==> config.mk <==
export PLATFORM = sky130hd
export DESIGN_NAME = core_test_monitor
export DESIGN_NICKNAME = d
export VERILOG_FILES = /design/src/rtl/core_test_monitor.sv
export SDC_FILE = /design/constraint.sdc
export NUM_CORES = 1
export LEC_CHECK = 0
export ABC_AREA = 1
export CAP_MARGIN = 15
export CORE_ASPECT_RATIO = 0.75
export CORE_UTILIZATION = 55
export DETAILED_ROUTE_END_ITERATION = 8
export PLACE_DENSITY_LB_ADDON = 0.08
export SETUP_SLACK_MARGIN = 0.3
export SYNTH_ARGS = -nofsm -noshare
export SYNTH_HDL_FRONTEND = slang
export SYNTH_SLANG_ARGS = --single-unit
export TNS_END_PERCENT = 20
==> constraint.sdc <==
create_clock -name clk -period 4.4 [get_ports clk]
set_input_delay 0.88 -clock clk [delete_from_list [all_inputs] [get_ports clk]]
set_output_delay 0.88 -clock clk [all_outputs]
set_load 0.01 [all_outputs]
==> src/rtl/core_test_monitor.sv <==
`default_nettype none
// ============================================================================
// Module   : core_test_monitor
// Purpose  : Watches a core's register-file writeback port during a self-test
//            program. Keeps shadow copies of selected architectural registers.
//            Ends the test when the trigger register gets a nonzero write.
//            After a settle window it reports pass/fail and the step number.
//            It reports a timeout if the trigger never comes.
// Ports    : clk, rst         - clock, synchronous active-high reset
//            start_i          - one-cycle pulse, arms/re-arms the monitor
//            wb_we_i/rd_i/data_i - core register writeback port
//            done_o           - test finished (held until rst or start)
//            pass_o/fail_o    - result of the check (mutually exclusive)
//            timeout_o        - cycle limit hit before the trigger
//            step_o           - step-register shadow latched at check time
//            cycles_o         - saturating count of RUN+SETTLE cycles
//            watch_bus_o      - live shadows, slot i at [XLEN*i +: XLEN]
// Revision : 1.0 - initial release
// ============================================================================
module core_test_monitor #(
  parameter int                  XLEN      = 32,
  parameter int                  NWATCH    = 4,
  parameter logic [NWATCH*5-1:0] WATCH_IDX = {5'd13, 5'd12, 5'd7, 5'd5},
  parameter int                  TRIG_REG  = 26,
  parameter int                  PASS_REG  = 27,
  parameter int                  PASS_VAL  = 1,
  parameter int                  STEP_REG  = 3,
  parameter int                  SETTLE    = 10,
  parameter int                  TIMEOUT   = 100000,
  parameter int                  CW        = 32
) (
  input  logic                     clk,
  input  logic                     rst,
  input  logic                     start_i,
  input  logic                     wb_we_i,
  input  logic [4:0]               wb_rd_i,
  input  logic [XLEN-1:0]          wb_data_i,
  output logic                     done_o,
  output logic                     pass_o,
  output logic                     fail_o,
  output logic                     timeout_o,
  output logic [XLEN-1:0]          step_o,
  output logic [CW-1:0]            cycles_o,
  output logic [NWATCH*XLEN-1:0]   watch_bus_o
);

  localparam logic [4:0]      c_trig_idx    = 5'(TRIG_REG);
  localparam logic [4:0]      c_pass_idx    = 5'(PASS_REG);
  localparam logic [4:0]      c_step_idx    = 5'(STEP_REG);
  localparam logic [XLEN-1:0] c_pass_val    = XLEN'(PASS_VAL);
  localparam logic [7:0]      c_settle_init = 8'(SETTLE - 1);
  localparam logic [CW-1:0]   c_to_lim      = CW'(TIMEOUT - 1);

  typedef enum logic [1:0] {
    S_IDLE   = 2'd0,
    S_RUN    = 2'd1,
    S_SETTLE = 2'd2,
    S_DONE   = 2'd3
  } state_t;

  state_t            state_q, state_d;
  logic [7:0]        settle_q, settle_d;
  logic [CW-1:0]     cycles_q, cycles_d;
  logic              done_q, done_d;
  logic              pass_q, pass_d;
  logic              fail_q, fail_d;
  logic              timeout_q, timeout_d;
  logic [XLEN-1:0]   step_q, step_d;
  logic [XLEN-1:0]   pass_sh_q, pass_sh_d;
  logic [XLEN-1:0]   step_sh_q, step_sh_d;
  logic [XLEN-1:0]   watch_q [NWATCH];
  logic [XLEN-1:0]   watch_d [NWATCH];

  logic              w_wr_ok;
  logic              w_trig_hit;
  logic              w_shadow_en;
  logic              w_pass_ok;
  logic [CW-1:0]     w_cyc_inc;

  // x0 is hardwired to zero in the core, so its writes never reach a shadow.
  assign w_wr_ok    = wb_we_i && (wb_rd_i != 5'd0);
  // The trigger is decided from the write itself; no copy of the trigger
  // register is needed because nothing reads it afterwards.
  assign w_trig_hit = w_wr_ok && (wb_rd_i == c_trig_idx) && (wb_data_i != '0);
  assign w_cyc_inc  = (&cycles_q) ? cycles_q : cycles_q + CW'(1);
  assign w_pass_ok  = (pass_sh_q == c_pass_val);
  // A start pulse restarts the test, so a write in that cycle is dropped.
  assign w_shadow_en = ((state_q == S_RUN) || (state_q == S_SETTLE)) && !start_i;

  always_comb begin
    state_d   = state_q;
    settle_d  = settle_q;
    cycles_d  = cycles_q;
    done_d    = done_q;
    pass_d    = pass_q;
    fail_d    = fail_q;
    timeout_d = timeout_q;
    step_d    = step_q;
    pass_sh_d = pass_sh_q;
    step_sh_d = step_sh_q;
    watch_d   = watch_q;

    if (start_i) begin
      state_d   = S_RUN;
      settle_d  = '0;
      cycles_d  = '0;
      done_d    = 1'b0;
      pass_d    = 1'b0;
      fail_d    = 1'b0;
      timeout_d = 1'b0;
      step_d    = '0;
      pass_sh_d = '0;
      step_sh_d = '0;
      for (int i = 0; i < NWATCH; i++) watch_d[i] = '0;
    end else begin
      case (state_q)
        S_IDLE: ;
        S_RUN: begin
          cycles_d = w_cyc_inc;
          // Trigger takes priority over a timeout landing in the same cycle.
          if (w_trig_hit) begin
            state_d  = S_SETTLE;
            settle_d = c_settle_init;
          end else if (w_cyc_inc >= c_to_lim) begin
            state_d   = S_DONE;
            done_d    = 1'b1;
            timeout_d = 1'b1;
          end
        end
        S_SETTLE: begin
          cycles_d = w_cyc_inc;
          if (settle_q == 8'd0) begin
            state_d = S_DONE;
            done_d  = 1'b1;
            pass_d  = w_pass_ok;
            fail_d  = !w_pass_ok;
            step_d  = step_sh_q;
          end else begin
            settle_d = settle_q - 8'd1;
          end
        end
        S_DONE: ;
      endcase
    end

    if (w_shadow_en && w_wr_ok) begin
      if (wb_rd_i == c_pass_idx) pass_sh_d = wb_data_i;
      if (wb_rd_i == c_step_idx) step_sh_d = wb_data_i;
      for (int i = 0; i < NWATCH; i++) begin
        if (wb_rd_i == WATCH_IDX[5*i +: 5]) watch_d[i] = wb_data_i;
      end
    end
  end

  always_ff @(posedge clk) begin
    if (rst) begin
      state_q   <= S_IDLE;
      settle_q  <= '0;
      cycles_q  <= '0;
      done_q    <= 1'b0;
      pass_q    <= 1'b0;
      fail_q    <= 1'b0;
      timeout_q <= 1'b0;
      step_q    <= '0;
      pass_sh_q <= '0;
      step_sh_q <= '0;
      for (int i = 0; i < NWATCH; i++) watch_q[i] <= '0;
    end else begin
      state_q   <= state_d;
      settle_q  <= settle_d;
      cycles_q  <= cycles_d;
      done_q    <= done_d;
      pass_q    <= pass_d;
      fail_q    <= fail_d;
      timeout_q <= timeout_d;
      step_q    <= step_d;
      pass_sh_q <= pass_sh_d;
      step_sh_q <= step_sh_d;
      for (int i = 0; i < NWATCH; i++) watch_q[i] <= watch_d[i];
    end
  end

  assign done_o    = done_q;
  assign pass_o    = pass_q;
  assign fail_o    = fail_q;
  assign timeout_o = timeout_q;
  assign step_o    = step_q;
  assign cycles_o  = cycles_q;

  generate
    for (genvar g = 0; g < NWATCH; g++) begin : g_watch_bus
      assign watch_bus_o[XLEN*g +: XLEN] = watch_q[g];
    end
  endgenerate

endmodule
`default_nettype wire

==> results of run 1 <==
[final cells by class]
type                       count  area (µm²)
sequential                   270        5405
fill                        1533        5140
multi-input combinational    922        5041
timing repair buffer         250        2494
clock buffer                  33       738.2
inverter                     102       387.9
tap                          253       316.6
clock inverter                13       131.4
[routing by layer]
metal | up-vias | share of wire (%) | global-route usage [%]
met5 | - | 0 | 0
li1 | 5259 | - | -
met4 | 0 | 2.6 | 8.606
met1 | 4923 | 47 | 48.85
met3 | 66 | 11 | 9.585
met2 | 455 | 40 | 45.04
[cells in the final DEF (no fill, tap or decap), types with 5 or more instances in the layout]
cell,Yosys,layout
a211oi_1,192,192
a21oi_1,215,215
buf_4,1,12
clkbuf_16,0,27
clkdlybuf4s50_1,0,235
clkinv_2,0,5
clkinvlp_4,0,5
dfxtp_1,270,270
ha_1,5,5
inv_1,94,94
inv_2,6,6
nand2_1,148,148
nand2_2,6,6
nand3_1,35,35
nand3b_1,12,12
nand4_1,9,9
nor2_1,161,160
nor2_2,6,6
nor2_4,5,6
nor3_1,5,5
nor4_1,15,15
o211ai_1,15,15
o21ai_0,56,56
or2_2,6,6
xor2_1,12,12
[state kept, by name, summed over array words and instances, names as in the netlist, 2 cells and up]
register     flops
step_sh_q       32
step_o          32
cycles_o        32
settle_q         8
watch_bus_o    128
pass_sh_q       32
state_q          2
[power by group through the flow]
stage	Sequential [mW]	Clock, mW	Combinational [mW]
2_1_floorplan	2.62	0	0.383
3_3_place_gp	2.62	0	0.639
3_5_place_dp	2.62	0	0.647
4_1_cts	2.56	2.29	0.655
5_1_grt	2.57	2.40	0.723
6_report	2.57	2.26	0.664
[cells by family after synthesis]
group,count (synthesis)
and+or+nand+nor,417
buffers and inverters,206
xor gates and xnor gates,15
AOI/OAI and AO/OA,485
adders and majority gates,5
DFF,270
[synthesized netlist by cell type]
library cell | number | area share (%)
nand2_1 | 148 | 4.9
buf_6 | 1 | 0.10
nand2_2 | 6 | 0.33
nor2_1 | 161 | 5.4
a41oi_1 | 1 | 0.078
inv_1 | 94 | 3.1
ha_1 | 5 | 0.56
a21oi_2 | 1 | 0.078
buf_4 | 1 | 0.067
o211ai_1 | 15 | 1.0
o21ai_0 | 56 | 2.5
or2_2 | 6 | 0.33
nor3_1 | 5 | 0.22
nor3_4 | 3 | 0.43
nand3_1 | 35 | 1.6
clkinv_1 | 2 | 0.067
nor2_4 | 5 | 0.50
xor2_1 | 12 | 0.94
inv_2 | 6 | 0.20
nor3_2 | 2 | 0.18
a211oi_1 | 192 | 13
nor2_2 | 6 | 0.33
nor4_1 | 15 | 0.84
or4_1 | 1 | 0.067
buf_2 | 15 | 0.67
dfxtp_1 | 270 | 48
or2_0 | 1 | 0.056
clkbuf_1 | 79 | 2.6
nand3b_1 | 12 | 0.80
nand4_1 | 9 | 0.50
a21oi_1 | 215 | 9.6
nand3_2 | 1 | 0.089
xnor2_1 | 3 | 0.23
a31oi_1 | 3 | 0.17
o21ai_1 | 1 | 0.045
nor3b_1 | 1 | 0.067
o21a_1 | 1 | 0.067
buf_1 | 8 | 0.27
[worst min-delay path: cells and delay by family (launching register included)]
kind / cells / cell delay [ns]
DFF: 1 / 0.31
and+or+nand+nor: 1 / 0.06
AOI/OAI and AO/OA: 1 / 0.06
[worst paths after layout]
kind | cells past startpoint | start | slack (ns) | to
worst max register to register | 16 | cycles_o[0] | 1.11 | state_q[0]
worst min register to register | 2 | settle_q[0] | 0.48 | settle_q[0]
worst min-delay path | 2 | settle_q[0] | 0.48 | settle_q[0]
worst max-delay path | 16 | cycles_o[0] | 1.11 | state_q[0]
==> metrics, run 1 <==
sequential share of power 46.7%; final-report setup violation count 0; compound-gate portion of the synthesized area 26.35%; DRT Pass-1 Iters 6; antenna violations before repair 0; Routed Wire Length 34920 µm; CP Buf/Inv Count 2; Logic pwr share 12.1%; Final Hold Viols 0; adder-cell share of the synthesized area 0.5570%; worst slew pin tran 0.7651 ns; Place WS 0.9672 ns; xor and xnor area share after synthesis 1.170%; Final ANT Viol Nets 0; Tot Pwr 5.494 mW; maximum vdd drop 317.2 µV; Clock Sinks 270; Power Internal 4.047 mW; multiplexer area fraction after synthesis 0%; largest net degree at the start of global routing 102; antenna cells 0; Longest Clk Path Bufs 3; worst hold slack 0.4777 ns; total track usage 32.61%; Mapped Avg Cell Area 8.033 µm²; Worst Path Max Fanout 30; status complete, no violations; crit share post-route 74.77%; Starting Density 57.14%; row count 44; CTS root buf clkbuf_16; Crit path largest cell delay 0.51 ns; postcts setup bufs 0; grt total ovfl 0; Worst Clk Skew 0.01601 ns; Cells after DPL 1797; max-slew violations 0; TNS Setup 0 ns; vias 10703; Setup CP Type reg2reg; CTS H-tree depth 1; register area share after synthesis 48.13%; Switching Power 1.447 mW; maxcap violations 0; Hold Buf Count CTS 0; #FFs+latches synth 270; Area growth syn-to-layout 29.23%; input/output buffers 236; die height 125.8 µm; Power Density 378.6 nW/µm²; Clk pwr share 41.2%; HPWL Detailed 23550 µm; relative slew slack 48.99%; # nets final 1618; Non-Filler Instances 1843; CP Launch Type flip-flop; final core utilization 73.85%; DIE AREA 21000 µm²; worst endpoint required time 4.79 ns; Cell Chain, Critical Path ha_1, inv_2, nor2_2, nand2_2, nor2_4, nand2_2, inv_1, nor2_1, nand3_1, nor2_1, nand2_1, nand2_2, nand3_1, nand2_1, nand2_1, a21oi_2; simple-gate share of the synthesized area 16.64%; post-CTS sizing 0; CP top delay family simple AND/OR/NAND/NOR gates; final instance area 14510 µm²; count of cell types in the netlist 38; Via density 5.807; RSZ-0062 raised after global routing no; static leakage 5.339 nW; RePlAce Congestion 0.9824; area of the core 19650 µm²; layout cell share with drive strength beyond 1 6.164%; vias in the first global route 9543; Post-DP Area 13640 µm²; Fmax 304.0 MHz; Synth Warn # 0; HP Class reg2reg; die width 167.0 µm; number of CTS-inserted buffers 26; clk slew on worst S/H paths 0.06 ns; Setup crit end kind flip-flop; post-synthesis cell count 1398; TritonCTS clock tree built; syn_nets 1444; first-pass GRT wire length 54200 µm; largest family of logic cells by synthesized area compound AO/OA/AOI/OAI gates; critical path's slowest cell inv_1; # IOs 237; initial DRC count 1086; number of remaining DRC errors 0; Routed wire per std cell 18.95 µm; Tmin final 3.290 ns; setup ws final 1.110 ns; latest clock arrival within the worst-skew pair 0.53 ns; Critical Path AT 3.68 ns; synthesized cell area 11230 µm²; Sw Ratio 26.33%
No activity file was read; power rests on OpenSTA's default activity.
==> run 2, diff against run 1 <==
Settings changed: CORE_UTILIZATION 55 to 46.
Clock period 4.4 ns to 2.75 ns, I/O delays scaled along.
==> metrics, run 2 (synthesis results as in run 1) <==
Power Density 608.7 nW/µm² (+61%); Clock Sinks 270 (unchanged); Final ANT Viol Nets 0 (unchanged); Tot Pwr 9.157 mW (+67%); status complete, no violations; Post-DP Area 14010 µm² (+2.7%); CTS H-tree depth 1 (unchanged); area of the core 23970 µm² (+22%); relative slew slack 61.18% (+12 points); CP Launch Type flip-flop; first-pass GRT wire length 53140 µm (-1.9%); static leakage 5.548 nW (+3.9%); Starting Density 46.85% (-10 points); antenna violations before repair 0 (unchanged); FILL cells 2119 (+38%); HPWL Detailed 23830 µm (+1.2%); Sw Ratio 25.18% (-1.2 points); grt total ovfl 0 (unchanged); max FFs per register 128 (unchanged); Fmax 440.5 MHz (+45%); latest clock arrival within the worst-skew pair 0.54 ns (about the same); maxcap violations 0 (unchanged); RePlAce Congestion 0.9704 (-1.2%); input/output buffers 236 (unchanged); final instance area 15040 µm² (+3.6%); Area growth syn-to-layout 33.95%; commonest cells after routing, fill and taps aside 254 x dfxtp_1, 235 x clkdlybuf4s50_1, 215 x a21oi_1; Routed wire per std cell 17.93 µm (-5.4%); vias 10555 (-1.4%); largest net degree at the start of global routing 117 (+15%); Worst Path Max Fanout 6 (-80%); # IOs 237 (unchanged); HP Class in2reg; Via density 5.424 (-6.6%); Logic pwr share 12.2% (about the same); DRT Pass-1 Iters 5 (-1); sequential share of power 44.8% (-1.9 points); clk slew on worst S/H paths 0.06 ns (about the same); Final Hold Viols 0 (unchanged); Longest Clk Path Bufs 3 (unchanged); Setup crit end kind flip-flop; TNS Setup 0 ns (unchanged); Tmin final 2.270 ns (-1.020 ns); number of remaining DRC errors 0 (unchanged); Switching Power 2.306 mW (+59%); maximum vdd drop 544.9 µV (+72%); Place WS 0.03364 ns (-0.9336 ns); die width 182.4 µm (+9.2%); antenna cells 0 (unchanged); layout cell share with drive strength beyond 1 9.102% (+2.9 points); final-report setup violation count 0 (unchanged); total track usage 27.08% (-5.5 points); # nets final 1641 (+1.4%); Critical Path AT 2.75 ns (-0.93 ns); Setup CP Type reg2reg; Power Internal 6.851 mW (+69%); die height 137.3 µm (+9.2%); number of CTS-inserted buffers 27 (+3.8%); max-slew violations 0 (unchanged); row count 49 (+11%); initial DRC count 900 (-17%); TritonCTS clock tree built; most common cell after layout, fill and taps aside dfxtp_1; Worst Clk Skew 0.02570 ns (+0.009684 ns); crit share post-route 82.55% (+7.8 points); setup ws final 0.4798 ns (-0.6302 ns); RSZ-0062 raised after global routing no; vias in the first global route 9144 (-4.2%); Routed Wire Length 34880 µm (-0.11%); CTS root buf clkbuf_16; Clk pwr share 43.0% (+1.8 points); DIE AREA 25050 µm² (+19%); worst slew pin tran 0.5817 ns (-0.1834 ns); worst endpoint required time 3.23 ns (-1.56 ns)
[run 2: cell count changes in the layout (fill, tap and decap cells not counted), sizes merged]
| cell | previous run | this run |
|---|---|---|
| clkinv | 7 | 5 |
| inv | 101 | 102 |
| bufinv | 2 | 4 |
| clkinvlp | 5 | 0 |
| buf | 15 | 37 |
| clkbuf | 33 | 40 |
[run 2: through the flow]
step,utilization [%],cells,hold slack [ns]
floorplan,-,1398,0.4411
global placement,58.45,1896,0.4496
detailed placement,58.45,1896,0.4593
CTS,62.49,1945,0.3352
global route,62.75,1946,0.3527
finish,62.75,1946,0.3497
[run 2: cell type report]
type                       count  area, µm²  share of cell area, %
multi-input combinational    922       5071                  33.71
tap                          331      414.1                  2.753
sequential                   270       5425                  36.06
clock buffer                  40      814.5                  5.415
timing repair buffer         272       2775                  18.45
clock inverter                 9      152.6                  1.015
inverter                     102      390.4                  2.595
[run 2: critical path, stage by stage, from the launching register on]
cell and delay, ns:
dfxtp_1 0.43, nand2_1 0.10, nor2_1 0.19, nand2_2 0.13, nor2_4 0.17, nand3_1 0.12, nand2_1 0.08, inv_1 0.04
nor2_2 0.12, nand2_1 0.09, nor2_2 0.16, nand2_1 0.11, nor2_4 0.13, nand3_1 0.09, nand2_1 0.09, nand2_1 0.07
a21oi_2 0.12
[run 2: what timing repair did]
action | in CTS | in global routing
endpoints found under the setup margin | 0 | 4
setup buffers | 0 | 1
gates resized for setup | 0 | 30
hold buffers | 0 | 0
[run 2: routing by layer]
layer	routed length (µm)	up-vias	global-route usage (%)
met5	0	-	0
li1	-	5279	-
met2	13990	342	37.25
met3	3103	39	8.195
met1	17060	4895	40.50
met4	731	0	6.629
[run 2: worst paths after layout]
kind / end / startpoint / slack (ns) / depth (start not counted)
worst min register to register: settle_q[0] / settle_q[0] / 0.46 / 2
worst max-delay path: state_q[0] / cycles_o[6] / 0.48 / 16
worst max register to register: state_q[0] / cycles_o[6] / 0.48 / 16
worst min-delay path: state_q[0] / rst / 0.35 / 2
[run 2: power groups by stage]
stage	sequential, mW	combinational, mW	clock [mW]
after detailed placement	4.18	1.10	0
final	4.10	1.12	3.94
after CTS	4.09	1.11	4.00
after floorplan	4.19	0.613	0
after global placement	4.18	1.09	0
after global routing	4.11	1.24	4.17
